[src/rtl/sram_pkg.sv]
// rtl/sram_pkg.sv - shared SRAM constants and arbiter state type
package sram_pkg;

    localparam int SRAM_AW = 15;
    localparam int SRAM_DW = 8;

    // Port select encoding used for grant_sel / last_grant
    localparam logic SEL_A = 1'b0;
    localparam logic SEL_B = 1'b1;

    typedef enum logic [1:0] {
        IDLE  = 2'd0,
        ISSUE = 2'd1,
        WAIT  = 2'd2,
        DONE  = 2'd3
    } arb_state_t;

endpackage

[src/rtl/sram_rr_pick.sv]
// rtl/sram_rr_pick.sv - combinational two-way round-robin picker
module sram_rr_pick
    import sram_pkg::*;
(
    input  logic a_req,
    input  logic b_req,
    input  logic last_grant,
    output logic grant_valid,
    output logic grant_sel
);

    // Lone requester wins outright; on a tie the port not served last wins
    always_comb begin
        grant_valid = a_req | b_req;
        grant_sel   = SEL_A;
        if (a_req && b_req) begin
            grant_sel = ~last_grant;
        end else if (b_req) begin
            grant_sel = SEL_B;
        end
    end

endmodule

[src/rtl/sram_arbiter.sv]
// rtl/sram_arbiter.sv - two-port round-robin arbiter in front of the SRAM controller
module sram_arbiter
    import sram_pkg::*;
#(
    parameter int ACC_CYCLES = 4,
    parameter int AW         = SRAM_AW,
    parameter int DW         = SRAM_DW
) (
    input  logic          clk,
    input  logic          rst,
    input  logic          a_req,
    input  logic          a_we,
    input  logic [AW-1:0] a_addr,
    input  logic [DW-1:0] a_wdata,
    output logic          a_ack,
    output logic          a_rvalid,
    output logic [DW-1:0] a_rdata,
    input  logic          b_req,
    input  logic          b_we,
    input  logic [AW-1:0] b_addr,
    input  logic [DW-1:0] b_wdata,
    output logic          b_ack,
    output logic          b_rvalid,
    output logic [DW-1:0] b_rdata,
    output logic          busy,
    output logic          sram_wreq,
    output logic [AW-1:0] sram_waddr,
    output logic [DW-1:0] sram_wdata,
    output logic          sram_rreq,
    output logic [AW-1:0] sram_raddr,
    input  logic [DW-1:0] sram_rdata
);

    // Counter is loaded in ISSUE so the last WAIT cycle is ACC_CYCLES after the request pulse
    localparam logic [3:0] CNT_LOAD = 4'(ACC_CYCLES - 1);

    arb_state_t    state_q, state_d;
    logic          sel_q, sel_d;
    logic          we_q, we_d;
    logic [AW-1:0] addr_q, addr_d;
    logic [DW-1:0] wdata_q, wdata_d;
    logic [3:0]    cnt_q, cnt_d;
    logic          last_grant_q, last_grant_d;
    logic          a_ack_q, a_ack_d;
    logic          b_ack_q, b_ack_d;
    logic          a_rvalid_q, a_rvalid_d;
    logic          b_rvalid_q, b_rvalid_d;
    logic [DW-1:0] a_rdata_q, a_rdata_d;
    logic [DW-1:0] b_rdata_q, b_rdata_d;
    logic          busy_q, busy_d;
    logic          wreq_q, wreq_d;
    logic          rreq_q, rreq_d;

    logic          grant_valid;
    logic          grant_sel;

    sram_rr_pick u_pick (
        .a_req       (a_req),
        .b_req       (b_req),
        .last_grant  (last_grant_q),
        .grant_valid (grant_valid),
        .grant_sel   (grant_sel)
    );

    // Next-state and registered-output computation; pulses are set on entry to their state
    always_comb begin
        state_d      = state_q;
        sel_d        = sel_q;
        we_d         = we_q;
        addr_d       = addr_q;
        wdata_d      = wdata_q;
        cnt_d        = cnt_q;
        last_grant_d = last_grant_q;
        a_ack_d      = 1'b0;
        b_ack_d      = 1'b0;
        a_rvalid_d   = 1'b0;
        b_rvalid_d   = 1'b0;
        a_rdata_d    = a_rdata_q;
        b_rdata_d    = b_rdata_q;
        wreq_d       = 1'b0;
        rreq_d       = 1'b0;

        case (state_q)
            IDLE: begin
                if (grant_valid) begin
                    sel_d   = grant_sel;
                    we_d    = (grant_sel == SEL_B) ? b_we    : a_we;
                    addr_d  = (grant_sel == SEL_B) ? b_addr  : a_addr;
                    wdata_d = (grant_sel == SEL_B) ? b_wdata : a_wdata;
                    wreq_d  = we_d;
                    rreq_d  = ~we_d;
                    state_d = ISSUE;
                end
            end
            ISSUE: begin
                cnt_d   = CNT_LOAD;
                state_d = WAIT;
            end
            WAIT: begin
                if (cnt_q == 4'd0) begin
                    if (sel_q == SEL_B) begin
                        b_ack_d    = 1'b1;
                        b_rvalid_d = ~we_q;
                        if (!we_q) b_rdata_d = sram_rdata;
                    end else begin
                        a_ack_d    = 1'b1;
                        a_rvalid_d = ~we_q;
                        if (!we_q) a_rdata_d = sram_rdata;
                    end
                    state_d = DONE;
                end else begin
                    cnt_d = cnt_q - 4'd1;
                end
            end
            DONE: begin
                last_grant_d = sel_q;
                state_d      = IDLE;
            end
            default: state_d = IDLE;
        endcase

        busy_d = (state_d != IDLE);
    end

    // State and output registers; reset aborts any access in flight
    always_ff @(posedge clk or negedge rst) begin
        if (!rst) begin
            state_q      <= IDLE;
            sel_q        <= SEL_A;
            we_q         <= 1'b0;
            addr_q       <= '0;
            wdata_q      <= '0;
            cnt_q        <= 4'd0;
            last_grant_q <= SEL_B;
            a_ack_q      <= 1'b0;
            b_ack_q      <= 1'b0;
            a_rvalid_q   <= 1'b0;
            b_rvalid_q   <= 1'b0;
            a_rdata_q    <= '0;
            b_rdata_q    <= '0;
            busy_q       <= 1'b0;
            wreq_q       <= 1'b0;
            rreq_q       <= 1'b0;
        end else begin
            state_q      <= state_d;
            sel_q        <= sel_d;
            we_q         <= we_d;
            addr_q       <= addr_d;
            wdata_q      <= wdata_d;
            cnt_q        <= cnt_d;
            last_grant_q <= last_grant_d;
            a_ack_q      <= a_ack_d;
            b_ack_q      <= b_ack_d;
            a_rvalid_q   <= a_rvalid_d;
            b_rvalid_q   <= b_rvalid_d;
            a_rdata_q    <= a_rdata_d;
            b_rdata_q    <= b_rdata_d;
            busy_q       <= busy_d;
            wreq_q       <= wreq_d;
            rreq_q       <= rreq_d;
        end
    end

    assign a_ack      = a_ack_q;
    assign b_ack      = b_ack_q;
    assign a_rvalid   = a_rvalid_q;
    assign b_rvalid   = b_rvalid_q;
    assign a_rdata    = a_rdata_q;
    assign b_rdata    = b_rdata_q;
    assign busy       = busy_q;
    assign sram_wreq  = wreq_q;
    assign sram_rreq  = rreq_q;
    assign sram_waddr = addr_q;
    assign sram_raddr = addr_q;
    assign sram_wdata = wdata_q;

endmodule

[config.mk]
export PLATFORM = sky130hd
export DESIGN_NAME = sram_arbiter
export DESIGN_NICKNAME = d
export VERILOG_FILES = /design/src/rtl/sram_pkg.sv /design/src/rtl/sram_rr_pick.sv /design/src/rtl/sram_arbiter.sv
export SDC_FILE = /design/constraint.sdc
export NUM_CORES = 1
export LEC_CHECK = 0
export CAP_MARGIN = 20
export CORE_UTILIZATION = 35
export DETAILED_ROUTE_END_ITERATION = 16
export PLACE_DENSITY = 0.7
export SYNTH_ARGS = -nofsm -noshare
export SYNTH_HDL_FRONTEND = slang
export SYNTH_SLANG_ARGS = --single-unit
[constraint.sdc]
create_clock -name clk -period 2.54 [get_ports clk]
set_input_delay 0.254 -clock clk [delete_from_list [all_inputs] [get_ports clk]]
set_output_delay 0.254 -clock clk [all_outputs]
set_load 0.01 [all_outputs]
==> impl_metrics.csv, run 1 <==
group,metric,value,unit
status,outcome,"completed",
die,start_util,36.87,%
synthesis,synth_compound_area_share,13.02,%
sta,skew,0.004190,ns
sta,fin_crit_sh,82.21,%
sta,setup_ws,0.4518,ns
critical_path,cp-end-kind,"flop",
detailed_routing,drt_iter0_drc,60,
synthesis,ys_seq_area_share,54.10,%
sta,tightest_slew,0.6952,ns
clocking,cts_hold_buf,0,
job,drv_cap,0,
global_route,grt_usage,16.94,%
sta,whs,0.06204,ns
clocking,cts_root_buf,"clkbuf_8",
sta,hold_viol,0,
sta,slew_violations,0,
cells_and_area,filler_cell_count,641,
synthesis,yosys.area_share.simple,11.60,%
detailed_routing,vias,2095,
synthesis,syn_inst,241,
die,rows,30,
clocking,post_cts_buffers,0,
die,die_w,87.29,um
detailed_routing,wire_per_inst,14.34,um
die,io_pins,121,
cells_and_area,syn_to_final_growth,51.50,%
placed_design,post-place-ws,0.4657,ns
detailed_routing,drcViolationCount,0,
synthesis,syn-cell-area,2546,um2
critical_path,worstPathRequired,2.74,ns
synthesis,ys_warn_count,0,
clocking,cts_sinks,55,
critical_path,critPathLaunchType,"flop",
clocking,cts_buffers,5,
sta,fin_crit,2.088,ns
clocking,cts-resized-gates,0,
placed_design,dp_cells,436,
critical_path,reg2reg_depth,5,
detailed_routing,postRouteAntennaNets,0,
cells_and_area,final_cell_mix,"119 x clkdlybuf4s50_1, 54 x dfrtp_1, 48 x a21oi_1, 30 x nor2_1, 26 x nand2_1",
hold_path,hold_class,"input port to asynchronous set/reset pin",
cells_and_area,final_common_cell,"clkdlybuf4s50_1",
synthesis,synth_top_family_by_area,"compound AO/OA/AOI/OAI gates",
sta,grt_setup_unrepaired,"false",
cells_and_area,multiInputGateArea,968.4,um2
global_route,grt_pass1_vias,1986,
die,die-area,7620,um2
synthesis,syn_area_per_cell,10.57,um2
synthesis,synth_fp_nets,306,
cells_and_area,nets,412,
cells_and_area,drive_above_1_share,10.92,%
detailed_routing,firstDrtPassIters,4,
power,max-vdd-ir-drop,552.4,uV
die,fp.coreArea,6907,um2
detailed_routing,route.final.wire_length,6369,um
critical_path,cp_max_fo,9,
placed_design,port_buffers,120,
critical_path,timing.rr.start,"state_q[0]",
global_route,grt_start_max_net_pins,56,
sta,max_slew_margin,53.65,%
critical_path,timing.rr.end,"a_rdata[6]",
critical_path,worst-setup-path-type,"flop to flop",
global_route,grt-busiest-layer,"met2",
power,powerDensity,1166,nW/um2
clocking,ctsLongestPathBuffers,2,
global_route,grt_util_met3,3.507,%
synthesis,ys_types,34,
global_route,globalRouteMet2Util,27.20,%
die,chipHeight,87.29,um
critical_path,arrival,2.29,ns
synthesis,synthXorXnorAreaFrac,0,%
global_route,grt_pass1_wl,10070,um
global_route,antenna_found_initial,0,
critical_path,rrSetupSlack,0.45,ns
power,power,0.004500,W
sta,max_freq,478.9,MHz
clocking,htreeDepth,2,
cells_and_area,antenna_cells,0,
clocking,cts_tree,"yes",
synthesis,ys_seq_elements,55,
clocking,worstSkewPairLatency,0.30,ns
global_route,use_met1,23.23,%
synthesis,synthAdderAreaFrac,2.457,%
placed_design,place.gp.congestion,0.7431,
cells_and_area,stdcell_count,444,
detailed_routing,vias_per_cell,4.718,
sta,timing.setup.tns,0,ns
clocking,clk_pin_slew,0.10,ns
cells_and_area,regArea,1378,um2
power,cellLeakagePower,1.710,nW
synthesis,synthMuxAreaShare,10.66,%
sta,final-setup-viol-count,0,
placed_design,dp_hpwl,4598,um
global_route,overflow,0,
-- synthesized netlist by cell type --
cell / n / area share, %
dfrtp_1: 54 / 53
a21oi_1: 48 / 9.4
nor2_1: 30 / 4.4
nand2_1: 26 / 3.8
mux2_4: 16 / 9.4
buf_4: 15 / 4.4
inv_1: 9 / 1.3
clkbuf_1: 8 / 1.2
ha_1: 5 / 2.5
o21ai_0: 3 / 0.59
buf_6: 2 / 0.88
mux2i_1: 2 / 0.79
or3_1: 2 / 0.49
a211oi_1: 1 / 0.29
a21bo_2: 1 / 0.39
a21boi_1: 1 / 0.29
a22o_1: 1 / 0.34
a2bb2oi_1: 1 / 0.34
and2_1: 1 / 0.25
and3b_1: 1 / 0.34
buf_1: 1 / 0.15
buf_2: 1 / 0.20
dfstp_2: 1 / 1.0
mux2_2: 1 / 0.44
nand4bb_4: 1 / 1.1
nor3b_1: 1 / 0.29
nor4b_1: 1 / 0.34
o211ai_1: 1 / 0.29
o21a_1: 1 / 0.29
o21ai_1: 1 / 0.20
o22ai_1: 1 / 0.25
o31ai_1: 1 / 0.29
or2_2: 1 / 0.25
or4_1: 1 / 0.29
-- where the power goes --
part	switching (W)	internal [W]	leakage, nW
registers	0.000285	0.00129	0.643
logic	0.000972	0.00135	1.01
clock network	0.000298	0.000299	0.0587
total	0.00156	0.00294	1.71
-- layout make-up --
cell class | instances | share of cell area, %
well taps | 96 | 3.114
inverters | 9 | 0.8758
flip-flops and latches | 55 | 35.71
multi-input cells | 150 | 25.11
clock buffers | 5 | 1.784
clock inverters | 3 | 1.233
repair buffers | 126 | 32.18
-- flip-flops by register name, indices dropped and copies added, names as in the netlist, 2 cells and up --
name	count
sram_raddr	15
a_rdata	8
b_rdata	8
sram_wdata	8
cnt_q	4
state_q	2
-- kinds of logic (layout without fill, tap and decap cells) --
family | Yosys count | after routing
buffers and inverters | 36 | 143
flip-flops | 55 | 55
multiplexers | 19 | 19
AND/OR/NAND/NOR | 65 | 65
adder cells (fa/ha/maj) | 5 | 5
AO/OA/AOI/OAI | 61 | 61
-- worst max-delay path, stage by stage, from the launching register on --
cell,delay [ns]
dfrtp_1,0.43
inv_1,0.10
ha_1,0.30
nand4bb_4,0.16
or3_1,0.59
mux2_4,0.39
-- how the worst max path moves through the flow --
stage | start | endpoint | slack (ns) | cells past startpoint
after global placement | state_q[0] | a_rdata[5] | 0.53 | 5
after detailed placement | state_q[0] | a_rdata[0] | 0.47 | 5
after global routing | state_q[0] | a_rdata[0] | 0.36 | 5
final | state_q[0] | a_rdata[6] | 0.45 | 5
after CTS | state_q[0] | a_rdata[6] | 0.45 | 5
after floorplan | state_q[0] | a_rdata[0] | 0.75 | 6
-- metal layers --
metal  vias to the layer above  part of all wire (%)
met5                         -                     0
met4                         0                   1.0
met3                         6                   5.6
met2                        75                    49
met1                      1008                    44
li1                       1006                     -
-- stage by stage --
stage	util [%]	area (um2)
after floorplan	-	2546
after global placement	54.17	3741
after detailed placement	54.17	3741
after CTS	55.85	3857
after global routing	55.85	3857
final	55.85	3857
No activity file was read; power rests on OpenSTA's default activity.
==> run 2: changes to the inputs <==
- PLACE_DENSITY: 0.7 -> 0.73
- clock period: 2.54 -> 1.7 ns (I/O delays scaled with it)
==> run 2 against run 1 <==
  * Combinational power up 61%
  * Global-route usage rose by 0.45 points
  * Sequential power is 48% higher
  * Critical endpoint is now b_rdata[3]
  * Die area unchanged
  * Routed wire length is 3.1% higher
  * Register-to-register slack worse by 0.44 ns
  * Highest routed layer unchanged
  * Via count up 4.9%
==> impl_metrics.csv, run 2 (synthesis results as in run 1) <==
group,metric,value,unit
sta,slew_violations,0,
detailed_routing,wire_per_inst,14.34,um
detailed_routing,drcViolationCount,0,
placed_design,placed_area,3864,um2
critical_path,timing.rr.start,"cnt_q[0]",
die,die-area,7620,um2
cells_and_area,drive_above_1_share,15.75,%
global_route,grt_pass1_wl,10420,um
critical_path,slowest_stage,"dfrtp_1",
die,io_pins,121,
clocking,worstSkewPairLatency,0.31,ns
global_route,antenna_found_initial,0,
detailed_routing,top_layer_used,"met4",
critical_path,worst-setup-path-type,"flop to flop",
hold_path,hold_class,"input port to flop",
sta,final-setup-viol-count,0,
sta,max_slew_margin,32.26,%
sta,timing.setup.tns,0,ns
placed_design,port_buffers,120,
hold_path,holdPathStages,3,
cells_and_area,syn_to_final_growth,58.97,%
critical_path,arrival,1.89,ns
critical_path,cp_max_fo,4,
die,chipHeight,87.29,um
detailed_routing,vias_per_cell,4.799,
die,rows,30,
global_route,grt_pass1_vias,2236,
job,drv_cap,0,
sta,fin_crit,1.692,ns
power,powerDensity,1754,nW/um2
clocking,htreeDepth,2,
hold_path,min_to,"sram_wdata[0]",
placed_design,place.gp.congestion,0.8073,
global_route,grt_start_max_net_pins,30,
cells_and_area,final_cell_mix,"119 x clkdlybuf4s50_1, 54 x dfrtp_1, 48 x a21oi_1, 30 x nor2_1, 26 x nand2_1",
die,fp.coreArea,6907,um2
sta,tightest_slew,1.016,ns
die,die_w,87.29,um
placed_design,dp_hpwl,4725,um
detailed_routing,wl_met3,403,um
status,outcome,"completed",
cells_and_area,largest_reg_flops,15,
critical_path,critPathLaunchType,"flop",
cells_and_area,final_core_util,58.61,%
detailed_routing,firstDrtPassIters,4,
cells_and_area,fin_area,4048,um2
clocking,ctsLongestPathBuffers,2,
clocking,cts_root_buf,"clkbuf_8",
cells_and_area,nets,426,
sta,max_freq,590.9,MHz
power,cellLeakagePower,1.793,nW
global_route,overflow,0,
clocking,clk_pin_slew,0.10,ns
detailed_routing,postRouteAntennaNets,0,
sta,grt_setup_unrepaired,"true",
critical_path,timing.rr.end,"b_rdata[3]",
detailed_routing,vias,2198,
critical_path,reg2reg_depth,6,
detailed_routing,route.met2.wl,3345,um
clocking,cts_tree,"yes",
hold_path,hp-start,"a_wdata[0]",
global_route,grt_usage,17.40,%
die,start_util,36.87,%
sta,hold_viol,0,
detailed_routing,drt_iter0_drc,58,
power,max-vdd-ir-drop,837.0,uV
clocking,cts_sinks,55,
detailed_routing,route.final.wire_length,6568,um
sta,fin_crit_sh,99.54,%
critical_path,cpPeakStageDelay,0.40,ns
critical_path,cp-end-kind,"flop",
critical_path,rrSetupSlack,0.008,ns
cells_and_area,final_common_cell,"clkdlybuf4s50_1",
power,power,0.007100,W
critical_path,worstPathRequired,1.90,ns
detailed_routing,wl_met1,2746,um
critical_path,crit_chain,"inv_2 > ha_4 > nand4bb_4 > or3_4 > buf_4 > mux2_4",
cells_and_area,antenna_cells,0,
sta,skew,0.009991,ns
clocking,cts_buffers,5,
-- run 2: layout make-up --
class,instances,area [um2]
clock buffer,5,68.82
clock inverter,3,67.56
fill,607,2859
inverter,9,33.78
multi-input combinational,150,998.5
sequential,55,1378
tap,96,120.1
timing repair buffer,140,1381
-- run 2: repair_timing --
action                                  4_1_cts  5_1_grt
buffers inserted                              0        1
gates resized for setup                       3        5
endpoints found under the hold margin        54        0
endpoints found under the setup margin       16       17
gates cloned                                  0        1
hold buffers                                  1        0
-- run 2: per-layer routing --
metal	vias to the layer above	track usage, %
li1	1034	-
met3	7	4.076
met2	83	29.69
met5	-	0
met4	0	5.365
met1	1074	21.79
-- run 2: worst max path at each step --
stage / from / end / cells past startpoint / slack [ns]
detailed placement: b_req / sram_raddr[9] / 4 / -0.14
global route: cnt_q[1] / b_rdata[7] / 6 / -0.05
global placement: b_req / sram_raddr[5] / 4 / -0.09
CTS: cnt_q[0] / a_rdata[0] / 6 / 0.003
floorplan: state_q[0] / a_rdata[0] / 6 / 0.01
finish: cnt_q[0] / b_rdata[3] / 6 / 0.008
-- run 2: worst max-delay path, delay by kind of cell, from the launching register on --
family / cells / cell delay, ns
flip-flops: 1 / 0.40
AND/OR/NAND/NOR: 2 / 0.47
multiplexers: 1 / 0.29
buffers and inverters: 2 / 0.26
adder cells (fa/ha/maj): 1 / 0.15
-- run 2: power by group --
part	switching (W)	internal [W]
Sequential	0.000393	0.00193
Clock	0.000433	0.000587
Combinational	0.00155	0.00221
-- run 2: stage by stage --
| step | hold WS [ns] | setup WS [ns] | cells |
|---|---|---|---|
| detailed placement | 0.2054 | -0.1364 | 447 |
| global placement | 0.1969 | -0.09319 | 447 |
| global route | 0.3878 | -0.04939 | 458 |
| floorplan | -0.1256 | 0.01346 | 241 |
| finish | 0.3920 | 0.007747 | 458 |
| CTS | 0.3815 | 0.002838 | 456 |
==> run 3: changes to the inputs <==
- CAP_MARGIN: 20 -> unset
- CORE_MARGIN: unset -> 2
==> run 3 against run 2 <==
  * Flip-flop and latch count unchanged
  * Die area up 4.6%
  * Clock-buffer cell count up 2
  * Sequential share of layout area up 0.20 points
  * Clock skew down 0.0022 ns
==> impl_metrics.csv, run 3 (synthesis results as in run 1) <==
group,metric,value,unit
power,switchingPower,0.002384,W
die,chipHeight,89.29,um
die,die_w,89.29,um
sta,fin_crit_sh,98.82,%
power,p_int,0.004445,W
die,io_pins,121,
status,outcome,"completed",
clocking,cts_sinks,55,
cells_and_area,final_common_cell,"clkdlybuf4s50_1",
critical_path,slowest_stage,"dfrtp_1",
detailed_routing,route.final.wire_length,6696,um
critical_path,cp-end-kind,"flop",
sta,timing.setup.tns,0,ns
sta,max_freq,595.3,MHz
die,start_util,35.68,%
placed_design,place.gp.congestion,0.8013,
clocking,cts_tree,"yes",
job,drv_cap,0,
power,swShare,34.91,%
critical_path,cpPeakStageDelay,0.40,ns
critical_path,cp_max_fo,9,
sta,setup_ws,0.02009,ns
critical_path,arrival,1.87,ns
clocking,ctsLongestPathBuffers,2,
critical_path,crit_chain,"inv_2 > ha_4 > nand4bb_4 > or3_4 > buf_12 > mux2_4",
detailed_routing,drt_iter0_drc,75,
cells_and_area,drive_above_1_share,15.24,%
placed_design,port_buffers,120,
global_route,grt_start_max_net_pins,56,
clocking,cts_root_buf,"clkbuf_8",
die,die-area,7973,um2
detailed_routing,vias,2194,
clocking,cts_buffers,5,
clocking,htreeDepth,2,
clocking,worstSkewPairLatency,0.30,ns
power,power,0.006829,W
critical_path,path_buf_inv,2,
placed_design,dp_cells,450,
power,pwr-share-clk,10.3,%
global_route,grt_usage,16.05,%
sta,max_slew_margin,53.23,%
detailed_routing,vias_per_cell,4.770,
power,powerDensity,1697,nW/um2
critical_path,worstPathRequired,1.89,ns
hold_path,hold_class,"input port to flop",
power,pwr-share-seq,34.2,%
detailed_routing,postRouteAntennaNets,0,
detailed_routing,drcViolationCount,0,
detailed_routing,firstDrtPassIters,5,
sta,final-setup-viol-count,0,
critical_path,worst-setup-path-type,"flop to flop",
die,fp.coreArea,7137,um2
critical_path,critPathLaunchType,"flop",
cells_and_area,syn_to_final_growth,58.03,%
cells_and_area,filler_cell_count,639,
critical_path,timing.rr.start,"state_q[0]",
cells_and_area,nets,425,
power,cellLeakagePower,1.778,nW
sta,grt_setup_unrepaired,"true",
cells_and_area,stdcell_count,460,
clocking,clk_pin_slew,0.10,ns
global_route,overflow,0,
cells_and_area,antenna_cells,0,
cells_and_area,final_cell_mix,"119 x clkdlybuf4s50_1, 54 x dfrtp_1, 48 x a21oi_1, 30 x nor2_1, 26 x nand2_1",
power,max-vdd-ir-drop,826.0,uV
critical_path,startpoint,"state_q[0]",
sta,skew,0.007780,ns
critical_path,crit_family,"simple AND/OR/NAND/NOR gates",
hold_path,hp-start,"a_addr[12]",
sta,fin_crit,1.680,ns
sta,slew_violations,0,
detailed_routing,wire_per_inst,14.56,um
global_route,grt_pass1_vias,2049,
die,rows,31,
cells_and_area,largest_reg_flops,15,
global_route,grt_pass1_wl,9915,um
placed_design,post-place-ws,-0.1791,ns
sta,hold_viol,0,
power,comb_power_share,55.5,%
sta,tightest_slew,0.6988,ns
placed_design,dp_hpwl,4770,um
cells_and_area,multiInputGateArea,1012,um2
global_route,antenna_found_initial,0,
cells_and_area,regArea,1378,um2
run 3: cell type report:
| class | instances | area share (%) |
|---|---|---|
| inverters | 9 | 0.8396 |
| clock buffers | 7 | 1.897 |
| repair buffers | 139 | 34.67 |
| flip-flops and latches | 55 | 34.24 |
| well taps | 99 | 3.078 |
| multi-input cells | 150 | 25.16 |
| clock inverters | 1 | 0.1244 |
run 3: layer usage:
layer  global-route usage (%)  wire length, um  up-vias
met5                        0                0        -
met4                    5.563               92        0
met3                    3.232              417        8
met2                    27.41             3379       86
met1                    20.27             2806     1074
li1                         -                -     1026
run 3: per-stage QoR:
step,util [%],hold slack (ns),area (um2)
6_report,56.38,0.3938,4024
5_1_grt,56.38,0.3960,4024
4_1_cts,55.89,0.3891,3989
3_5_place_dp,54.37,0.1953,3880
3_3_place_gp,54.37,0.1930,3880
2_1_floorplan,-,-0.1256,2561
run 3: worst register-to-register path, stage by stage, from the launching register on:
cell	delay, ns
dfrtp_1	0.40
inv_2	0.09
ha_4	0.16
nand4bb_4	0.12
or3_4	0.35
buf_12	0.16
mux2_4	0.30
run 3: power by group through the flow:
stage / sequential [W] / clock (W) / combinational, W
after CTS: 0.00234 / 0.000724 / 0.00379
after global routing: 0.00241 / 0.000775 / 0.00413
final: 0.00234 / 0.000705 / 0.00379
after detailed placement: 0.00237 / 0 / 0.00374
after floorplan: 0.00255 / 0 / 0.00170
after global placement: 0.00232 / 0 / 0.00365
run 3: repair_timing:
action,in CTS,in global routing
buffers inserted,0,1
endpoints found under the setup margin,16,19
hold endpoints to repair,54,0
gates resized for setup,3,7
hold buffers,1,0
run 3: worst paths after layout:
kind                             endpoint  slack (ns)  cells after the start
setup reg to reg               a_rdata[6]        0.02                      6
max in group asynchronous    last_grant_q        1.01                      3
setup / recovery               a_rdata[6]        0.02                      6
hold reg to reg                b_rdata[6]        0.51                      1
min in group asynchronous   sram_raddr[2]        0.40                      3
hold / removal             sram_raddr[12]        0.39                      3
